<file path="src/rtl/sparkle_alz_seq.sv">
// Sparkle ARX-layer sequencer: loads nb branches, runs one Alzette box per
// branch (forward or inverse, with step-constant injection), drains results.
package sparkle_alz_pkg;
  // Sparkle round constants, also used as the per-branch Alzette constant.
  function automatic logic [31:0] rcon(input logic [2:0] i);
    case (i)
      3'd0:    rcon = 32'hB7E15162;
      3'd1:    rcon = 32'hBF715880;
      3'd2:    rcon = 32'h38B4DA56;
      3'd3:    rcon = 32'h324E7738;
      3'd4:    rcon = 32'hBB1185EB;
      3'd5:    rcon = 32'h4F7C7B57;
      3'd6:    rcon = 32'hCFBFA1C8;
      default: rcon = 32'hC2B3293D;
    endcase
  endfunction
endpackage

// Single-cycle Alzette box. rs1 = {y, x}, imm selects the round constant,
// op_enc = 1 runs the forward box, 0 the exact inverse.
module alzette_ise_v4
  import sparkle_alz_pkg::*;
(
  input  logic [63:0] rs1,
  input  logic [2:0]  imm,
  input  logic        op_enc,
  output logic [63:0] rd
);
  logic [31:0] x, y, c;

  function automatic logic [31:0] ror(input logic [31:0] v, input int n);
    ror = (v >> n) | (v << (32 - n));
  endfunction

  // Four ARX rounds, unrolled; inverse undoes them in reverse order.
  always_comb begin
    c = rcon(imm);
    x = rs1[31:0];
    y = rs1[63:32];
    if (op_enc) begin
      x = x + ror(y, 31); y = y ^ ror(x, 24); x = x ^ c;
      x = x + ror(y, 17); y = y ^ ror(x, 17); x = x ^ c;
      x = x + y;          y = y ^ ror(x, 31); x = x ^ c;
      x = x + ror(y, 24); y = y ^ ror(x, 16); x = x ^ c;
    end else begin
      x = x ^ c; y = y ^ ror(x, 16); x = x - ror(y, 24);
      x = x ^ c; y = y ^ ror(x, 31); x = x - y;
      x = x ^ c; y = y ^ ror(x, 17); x = x - ror(y, 17);
      x = x ^ c; y = y ^ ror(x, 24); x = x - ror(y, 31);
    end
    rd = {y, x};
  end
endmodule

module sparkle_alz_seq
  import sparkle_alz_pkg::*;
(
  input  logic               clk,
  input  logic               rst,
  input  logic               start,
  input  logic [3:0]         cfg_nb,
  input  logic               cfg_dec,
  input  logic [31:0]        cfg_step,
  sparkle_alz_seq_if.slave   bus,
  output logic               busy,
  output logic               done,
  output logic               err
);
  typedef enum logic [1:0] {IDLE, LOAD, COMPUTE, DRAIN} state_t;

  state_t      state, state_d;
  logic [2:0]  idx, idx_d;
  logic [3:0]  nb_q;
  logic        dec_q;
  logic [31:0] step_q;
  logic        err_q;
  logic [63:0] branch_buf [8];

  logic        last, nb_ok, buf_we;
  logic [63:0] buf_wdata, cur, dp_rs1, dp_rd, wb;
  logic [31:0] k, mask;
  logic        in_ready, out_valid;

  assign nb_ok = (cfg_nb != 4'd0) && (cfg_nb <= 4'd8);
  assign last  = ({1'b0, idx} == (nb_q - 4'd1));
  assign cur   = branch_buf[idx];

  // Step injection touches y of branch 0 (round constant) and branch 1 (step).
  assign k      = rcon(step_q[2:0]);
  assign mask   = (idx == 3'd0) ? k : (idx == 3'd1) ? step_q : 32'h0;
  assign dp_rs1 = {cur[63:32] ^ (dec_q ? 32'h0 : mask), cur[31:0]};
  assign wb     = {dp_rd[63:32] ^ (dec_q ? mask : 32'h0), dp_rd[31:0]};

  alzette_ise_v4 u_alz (
    .rs1    (dp_rs1),
    .imm    (idx),
    .op_enc (~dec_q),
    .rd     (dp_rd)
  );

  // Next-state, index and handshake decode.
  always_comb begin
    state_d   = state;
    idx_d     = idx;
    buf_we    = 1'b0;
    buf_wdata = bus.in_data;
    in_ready  = 1'b0;
    out_valid = 1'b0;
    done      = 1'b0;
    case (state)
      IDLE: begin
        if (start && nb_ok) begin
          state_d = LOAD;
          idx_d   = 3'd0;
        end
      end
      LOAD: begin
        in_ready = 1'b1;
        if (bus.in_valid) begin
          buf_we = 1'b1;
          idx_d  = idx + 3'd1;
          if (last) begin
            idx_d   = 3'd0;
            state_d = COMPUTE;
          end
        end
      end
      COMPUTE: begin
        buf_we    = 1'b1;
        buf_wdata = wb;
        idx_d     = idx + 3'd1;
        if (last) begin
          idx_d   = 3'd0;
          state_d = DRAIN;
        end
      end
      default: begin
        out_valid = 1'b1;
        if (bus.out_ready) begin
          idx_d = idx + 3'd1;
          if (last) begin
            done    = 1'b1;
            idx_d   = 3'd0;
            state_d = IDLE;
          end
        end
      end
    endcase
  end

  // State, index and reject-pulse registers; reset wins over everything.
  always_ff @(posedge clk) begin
    if (rst) begin
      state <= IDLE;
      idx   <= 3'd0;
      err_q <= 1'b0;
    end else begin
      state <= state_d;
      idx   <= idx_d;
      err_q <= (state == IDLE) && start && !nb_ok;
    end
  end

  // Job configuration, captured only on an accepted start.
  always_ff @(posedge clk) begin
    if (!rst && state == IDLE && start && nb_ok) begin
      nb_q   <= cfg_nb;
      dec_q  <= cfg_dec;
      step_q <= cfg_step;
    end
  end

  // Branch buffer: loaded in LOAD, updated in place during COMPUTE.
  always_ff @(posedge clk) begin
    if (!rst && buf_we) branch_buf[idx] <= buf_wdata;
  end

  assign bus.in_ready  = in_ready;
  assign bus.out_valid = out_valid;
  assign bus.out_data  = cur;
  assign busy          = (state != IDLE);
  assign err           = err_q;
endmodule

</file>
<file path="src/rtl/sparkle_alz_seq_if.sv">
// Branch load / result drain stream bundle for sparkle_alz_seq.
interface sparkle_alz_seq_if;
  logic        in_valid;
  logic        in_ready;
  logic [63:0] in_data;
  logic        out_valid;
  logic        out_ready;
  logic [63:0] out_data;

  modport master (
    output in_valid, in_data, out_ready,
    input  in_ready, out_valid, out_data
  );

  modport slave (
    input  in_valid, in_data, out_ready,
    output in_ready, out_valid, out_data
  );
endinterface

</file>
<file path="src/flat_wrapper.sv">
// flat-port wrapper written by rule: the top's interface ports become plain ports
module sparkle_alz_seq_flat import sparkle_alz_pkg::*;
  (clk, rst, start, cfg_nb, cfg_dec, cfg_step, busy, done, err, bus_in_valid, bus_in_data, bus_out_ready, bus_in_ready, bus_out_valid, bus_out_data);
  sparkle_alz_seq_if bus_i ();
  input  logic clk;
  input  logic rst;
  input  logic start;
  input  logic [3:0] cfg_nb;
  input  logic cfg_dec;
  input  logic [31:0] cfg_step;
  output logic busy;
  output logic done;
  output logic err;
  input wire logic [$bits(bus_i.in_valid)-1:0] bus_in_valid;
  input wire logic [$bits(bus_i.in_data)-1:0] bus_in_data;
  input wire logic [$bits(bus_i.out_ready)-1:0] bus_out_ready;
  output wire logic [$bits(bus_i.in_ready)-1:0] bus_in_ready;
  output wire logic [$bits(bus_i.out_valid)-1:0] bus_out_valid;
  output wire logic [$bits(bus_i.out_data)-1:0] bus_out_data;
  assign bus_i.in_valid = bus_in_valid;
  assign bus_i.in_data = bus_in_data;
  assign bus_i.out_ready = bus_out_ready;
  assign bus_in_ready = bus_i.in_ready;
  assign bus_out_valid = bus_i.out_valid;
  assign bus_out_data = bus_i.out_data;
  sparkle_alz_seq u_core (.clk(clk), .rst(rst), .start(start), .cfg_nb(cfg_nb), .cfg_dec(cfg_dec), .cfg_step(cfg_step), .bus(bus_i), .busy(busy), .done(done), .err(err));
endmodule
</file>
<file path="config.mk">
export PLATFORM = sky130hd
export DESIGN_NAME = sparkle_alz_seq_flat
export DESIGN_NICKNAME = d
export VERILOG_FILES = /design/src/rtl/sparkle_alz_seq.sv /design/src/rtl/sparkle_alz_seq_if.sv /design/src/flat_wrapper.sv
export SDC_FILE = /design/constraint.sdc
export NUM_CORES = 2
export LEC_CHECK = 0
export BUFFER_PORTS_ARGS = -buffer_cell sky130_fd_sc_hd__buf_2
export CAP_MARGIN = 20
export CORE_ASPECT_RATIO = 1.5
export CORE_UTILIZATION = 40
export CTS_BUF_LIST = sky130_fd_sc_hd__clkbuf_16
export DETAILED_ROUTE_END_ITERATION = 8
export GPL_TIMING_DRIVEN = 0
export PLACE_DENSITY_LB_ADDON = 0.12
export SLEW_MARGIN = 40
export SYNTH_ARGS = -nofsm -noshare
export SYNTH_HDL_FRONTEND = slang
export SYNTH_HIERARCHICAL = 1
export SYNTH_SLANG_ARGS = --single-unit
</file>
<file path="constraint.sdc">
create_clock -name clk -period 14 [get_ports clk]
set_input_delay 0 -clock clk [delete_from_list [all_inputs] [get_ports clk]]
set_output_delay 0 -clock clk [all_outputs]
set_load 0.005 [all_outputs]
</file>
## Word level (Yosys, flattened, before mapping)

Memory sizes are Yosys's and may differ from the RTL's. A register that Yosys moved wholly into a read port is not among the register bits.
Cells that the tools add are included.

| storage, ports and cells | value |
|---|---|
| bits in registers | 43 |
| bits in writable memories | 512 |
| input bits | 106 |
| memories kept | 1 |
| output and inout bits | 69 |

Memories:

| memory | depth | bits a word | read ports | clocked after memory_dff | wr ports | RTL line | RTL |
|---|---|---|---|---|---|---|---|
| u_core.branch_buf | 8 | 64 | 1 | 1 | 1 | sparkle_alz_seq.sv:77 | `logic [63:0] branch_buf [8];` |

| operators by class | value |
|---|---|
| $lt $le $gt $ge | 1 |
| bitwise logic cells | 32 |
| equality and inequality tests | 19 |
| $add $sub $neg | 10 |
| multiplexer cells | 32 |
| reductions and logical operators | 20 |

Operator list:

| cell | number |
|---|---|
| 32-bit bitwise XOR | 18 |
| 32-bit one-hot mux with 7 select lines | 2 |
| 32-bit 2-to-1 mux | 6 |
| 32-bit adder | 4 |
| 1-bit by 32-bit bitwise OR with 32-bit output | 4 |
| 15-bit by 32-bit bitwise OR with 32-bit output | 4 |
| 8-bit by 32-bit bitwise OR with 32-bit output | 4 |
| 32-bit subtractor | 4 |
| 64-bit 2-to-1 mux | 1 |
| 16-bit by 32-bit bitwise OR with 32-bit output | 2 |
| 3-bit equality test, second input constant | 6 |
| 3-bit 2-to-1 mux | 6 |
| 3-bit by 2-bit equality test with 1-bit output, second input constant | 4 |
| 2-bit 2-to-1 mux | 6 |
| 3-bit one-hot mux with 3 select lines | 1 |
| 1-bit logical AND | 8 |
| 1-bit 2-to-1 mux | 8 |
| 4-bit nonzero test | 2 |
| 3-bit by 1-bit equality test with 1-bit output, second input constant | 2 |
| 3-bit logical NOT | 2 |
| 2-bit by 1-bit inequality test with 1-bit output, second input constant | 3 |
| 2-bit one-hot mux with 3 select lines | 1 |
| 6-bit AND reduction | 1 |
| 3-bit by 4-bit equality test with 1-bit output | 1 |
| 12 further kinds | 14 |

## Longest topological paths before layout

| depth | value |
|---|---|
| word-level depth | 24 |
| gate-level depth with buffers | 65 |

## By module

Netlist, hierarchy kept.

Modules (own cells, without submodules):

| module | instances | seq. area each (um^2) | area an instance (um^2) | cells an instance |
|---|---|---|---|---|
| sparkle_alz_seq | 1 | 16,666.0 | 23,364.9 | 1,225 |
| alzette_ise_v4 | 1 | 0.0 | 17,535.6 | 2,319 |

## Least setup slack after synthesis

No wires, ideal clock.

| path | value |
|---|---|
| kind | register -> register |
| start | register u_core.idx[1] |
| end | memory u_core.branch_buf[0][30], data pin |
| arrival | 12,532 ps |
| cell stages (with the launch flop) | 63 |
| library setup time | 274 ps |
| setup slack | 1,195 ps |
| period minus slack after synthesis | 12,805 ps |
| cells stage by stage | dfxtp_1 inv_1 ha_1 or2_1 buf_2 nand2_1 o211ai_1 buf_1 nor2_1 xnor2_1 xor2_1 ha_1 inv_1 a21o_1 a211oi_1 a21oi_1 o211a_1 o31ai_1 [27 not listed] xnor2_1 ha_1 fa_1 nor2b_1 o21ai_0 a21boi_0 o21ai_0 a21boi_0 o2111ai_1 a31oi_1 o32ai_1 nand2b_1 or2_2 a31oi_1 a41oi_1 mux2i_1 o211ai_1 mux2_2 |

| between the ends | value |
|---|---|
| cells in the longest elaborated chain, start to end | 24 |
| elaborated cells between the ends (all ways) | 50 |
| classes of those cells | add/sub (8); eq/ne (6); mux (6); bitwise (29); reduce/logical (1) |

Ends and longest elaborated chain:

| element | RTL line | RTL |
|---|---|---|
| start, declared | sparkle_alz_seq.sv:72 | `logic [2:0] idx, idx_d;` |
| start signal, assigned | sparkle_alz_seq.sv:159 | `idx <= idx_d;` |
| 3-bit by 1-bit equality test with 1-bit output | sparkle_alz_seq.sv:6, sparkle_alz_seq.sv:90 |  |
| 32-bit 2-to-1 mux (2 in series) | sparkle_alz_seq.sv:90 | `assign mask = (idx == 3'd0) ? k : (idx == 3'd1) ? step_q : 32'h0;` |
| 32-bit 2-to-1 mux | sparkle_alz_seq.sv:91 | `assign dp_rs1 = {cur[63:32] ^ (dec_q ? 32'h0 : mask), cur[31:0]};` |
| 32-bit bitwise XOR | sparkle_alz_seq.sv:91 |  |
| 32-bit bitwise XOR | sparkle_alz_seq.sv:46 | `x = x ^ c; y = y ^ ror(x, 16); x = x - ror(y, 24);` |
| 8-bit by 32-bit bitwise OR with 32-bit output | sparkle_alz_seq.sv:32 | `ror = (v >> n) \| (v << (32 - n));` |
| 32-bit subtractor | sparkle_alz_seq.sv:46 |  |
| 32-bit bitwise XOR | sparkle_alz_seq.sv:47 | `x = x ^ c; y = y ^ ror(x, 31); x = x - y;` |
| [9 not listed] | -- |  |
| 8-bit by 32-bit bitwise OR with 32-bit output | sparkle_alz_seq.sv:32 |  |
| 32-bit bitwise XOR | sparkle_alz_seq.sv:49 | `x = x ^ c; y = y ^ ror(x, 24); x = x - ror(y, 31);` |
| 1-bit by 32-bit bitwise OR with 32-bit output | sparkle_alz_seq.sv:32 |  |
| 32-bit subtractor | sparkle_alz_seq.sv:49 |  |
| 32-bit 2-to-1 mux * | sparkle_alz_seq.sv:40 | `if (op_enc) begin` |
| named net u_core.dp_rd[30] | sparkle_alz_seq.sv:80 | `logic [63:0] buf_wdata, cur, dp_rs1, dp_rd, wb;` |
| 64-bit 2-to-1 mux * | sparkle_alz_seq.sv:110 | `case (state)` |
| named net u_core.buf_wdata[30] | sparkle_alz_seq.sv:80 |  |
| end, declared | sparkle_alz_seq.sv:77 |  |

Mark *: on every way through the listed nets, which the timed path passes. The rest lies on a longest branch.

## Worst setup path after layout

| path | value |
|---|---|
| start | register u_core.idx[1] |
| end | memory u_core.branch_buf[5][30], data pin |

The elaborated chain is that of the path after synthesis.

==> run summary <==
Insertion delay to the later sink of the worst-skew pair -> 0.58 ns
CTS tree -> yes
Worst-path fanout max -> 10
Total Wirelength -> 168.3 mm
Area post-placement -> 44900 um^2
Syn_nets -> 3916
Core ar. -> 101300 um^2
Layout cells sized above 1 -> 26.47%
Post-synth top area cell -> edfxtp_1
Cell count after synthesis -> 3544
Vias -> 31.68k
Max incr delay on CP -> 0.46 ns
Num ports -> 175
GRT Total Usage -> 31.95%
Fmax -> 0.07331 GHz
First DRT Iteration DRCs -> 2800
Fillers -> 9149
YS warnings -> 6
Clock Path Buffers -> 3
H-tree lvl count -> 2
Critical Path Sink Type -> register
Area growth, synth to finish -> 23.08%
Via/cell ratio -> 5.882
Final Skew -> 0.01889 ns
Sequential area share after synthesis -> 40.75%
Die Area -> 103600 um^2
Synth top area cells -> edfxtp_1 (40%), xnor2_1 (10%), ha_1 (7.9%), mux4_2 (7.0%), xor2_1 (6.9%)
Number of global-route vias before repair -> 31.83k
Final non-filler cell total -> 5385
Endpoints failing setup -> 0
Final Hold Viols -> 0
Crit start category -> register
CP Class -> register to register
Placed Instances -> 5100
Total clock buffers created by CTS -> 45
WP data arrival -> 13.95 ns
Avg Cell Area, Syn -> 11.54 um^2
Synthesized area -> 40900 um^2
Design area -> 50340 um^2
Nets -> 4416
Share of the synthesized area in the top cell type -> 40.31%
GPL Wtd Cong -> 1.026
First-pass GRT wire length -> 232.8 mm
Site Rows -> 143
CTS sink cnt -> 558
Min cycle time layout -> 13.64 ns
Hold slack -> 0.02691 ns
Post-synth EDFFs -> 549
Reg clk slew, reported paths -> 0.08 ns
HP Class -> input port to register
Initial Util -> 40.39%
Synth Register Bits -> 558
Least-Margin Pin Slew -> 1.004 ns
Post-DP HPWL -> 136.5 mm
Die H -> 393.6 um
Post-route ant nets -> 0
Slew Limit Fails -> 0
Root Driver -> clkbuf_16
Period utilisation layout -> 97.43%
Netlist cell types -> 99
Slowest CP cell -> fa_1
Setup TNS -> 0 ns
Top_reg_cell synth -> edfxtp_1
Max-cap viol count -> 0
Async set-or-reset flop fraction in the synthesized netlist -> 0%
GR Overflow Total -> 0
CP required -> 14.31 ns
Slew headroom -> 32.33%
Initial antenna violation count -> 8
IO buf count -> 173
Die boundary width -> 263.1 um
Drt first pass iters -> 6
Avg WL per Cell -> 31.25 um
DRC errors left -> 0
Status -> finished clean
Largest net degree at the start of global routing -> 17
-- cell usage after synthesis (all sizes together) (7+ instances only) --
| library cell | number |
|---|---|
| clkbuf | 52 |
| o211ai | 11 |
| edfxtp | 549 |
| a211o | 8 |
| and2 | 18 |
| or2 | 11 |
| nor2 | 141 |
| a31oi | 25 |
| nor3 | 35 |
| nand3 | 30 |
| or3 | 15 |
| o31ai | 16 |
| and4 | 7 |
| and3 | 24 |
| buf | 82 |
| mux4 | 128 |
| ha | 258 |
| mux2i | 23 |
| nand4 | 20 |
| nor2b | 37 |
| a21oi | 261 |
| fa | 8 |
| inv | 104 |
| a21o | 141 |
| nand2 | 179 |
| a211oi | 21 |
| dfxtp | 9 |
| o41ai | 8 |
| o21bai | 37 |
| o21a | 50 |
| xor2 | 321 |
| xnor2 | 473 |
| a21boi | 10 |
| mux2 | 97 |
| o21ai | 176 |
| nand2b | 52 |
-- metal layers --
metal	GRT usage (%)	vias to the layer above	wire length (um)
li1	-	14083	-
met1	35.09	15709	59970
met2	55.18	1347	81980
met3	4.535	524	9594
met4	25.49	12	16630
met5	0	-	87
-- state kept, by name (all words and copies together), names as in the netlist, named ones only --
| name | flops |
|---|---|
| u_core/err | 1 |
| u_core/idx | 3 |
| u_core/nb_q | 4 |
| u_core/state | 2 |
| u_core/branch_buf | 512 |
| u_core/step_q | 32 |
| u_core/dec_q | 1 |
-- worst paths after layout --
kind / startpoint / endpoint / slack (ns) / depth (start not counted)
hold reg to reg: u_core/state[1] / u_core/state[1] / 0.65 / 4
setup reg to reg: u_core/idx[1] / u_core/branch_buf[5][30] / 0.36 / 60
setup / recovery: u_core/idx[1] / u_core/branch_buf[5][30] / 0.36 / 60
hold / removal: bus_in_data[6] / u_core/branch_buf[6][6] / 0.03 / 2
-- area by class of cell --
type                            instances  area [um^2]  area share (%)
Multi-Input combinational cell       2747        25460           50.58
Sequential cell                       558        16680           33.13
Timing Repair Buffer                  454         3806           7.561
Tap cell                             1305         1633           3.244
Clock buffer                           47         1176           2.336
Buffer                                133        924.6           1.837
Inverter                              105        394.1          0.7830
Clock inverter                         32        259.0          0.5145
Antenna cell                            4        10.01         0.01988
-- worst max-delay path: cells and delay by family (launching register included) --
| kind | cells | cell delay (ns) |
|---|---|---|
| buf+inv | 10 | 1.72 |
| simple gates | 8 | 1.49 |
| fa+ha+maj | 6 | 1.97 |
| mux | 2 | 0.63 |
| compound gates | 28 | 5.75 |
| xor+xnor | 6 | 1.30 |
| flops | 1 | 0.42 |
-- layout by cell type (no fill, tap or decap), types with 43 or more instances in the layout --
master,netlist,final
edfxtp_1,549,549
xnor2_1,470,379
xor2_1,320,277
ha_1,258,249
a21oi_1,260,209
buf_2,20,204
nand2_1,179,175
buf_4,33,168
a21o_1,141,140
nor2_1,141,131
o21ai_0,167,129
mux4_2,128,128
inv_1,103,112
dlygate4sd3_1,0,98
mux2_2,97,84
xnor2_2,3,76
nand2b_1,52,52
o21a_1,49,48
clkbuf_16,0,47
a21oi_2,1,43
-- per-stage QoR --
| stage | util (%) | setup slack [ns] |
|---|---|---|
| after global routing | 49.70 | -0.1100 |
| after floorplan | - | 1.195 |
| after detailed placement | 44.33 | -3.874 |
| after global placement | 42.86 | -5.712 |
| after CTS | 48.46 | 0.003208 |
| final | 49.71 | 0.3598 |
-- cell families (layout without fill, tap and decap cells) --
logic type / count (synthesis) / after routing / share of synthesized area (%)
AOI/OAI and AO/OA: 829 / 829 / 12.92
xor gates and xnor gates: 804 / 804 / 17.67
adders and majority gates: 269 / 269 / 8.358
buffers and inverters: 239 / 771 / 2.814
DFF: 558 / 558 / 40.75
muxes: 248 / 248 / 10.34
other: 0 / 4 / 0
and+or+nand+nor: 597 / 597 / 7.140
-- repair_timing --
action                                  4_1_cts  5_1_grt
resized for setup                           250      159
hold buffers                                 98        0
setup buffers                                55       48
endpoints found under the setup margin      504      336
pin swaps                                    60       57
endpoints found under the hold margin       506        0
Power is left out: the tool's default activity adds up to more than one toggle a clock period on the data nets, which glitch-free logic cannot reach.
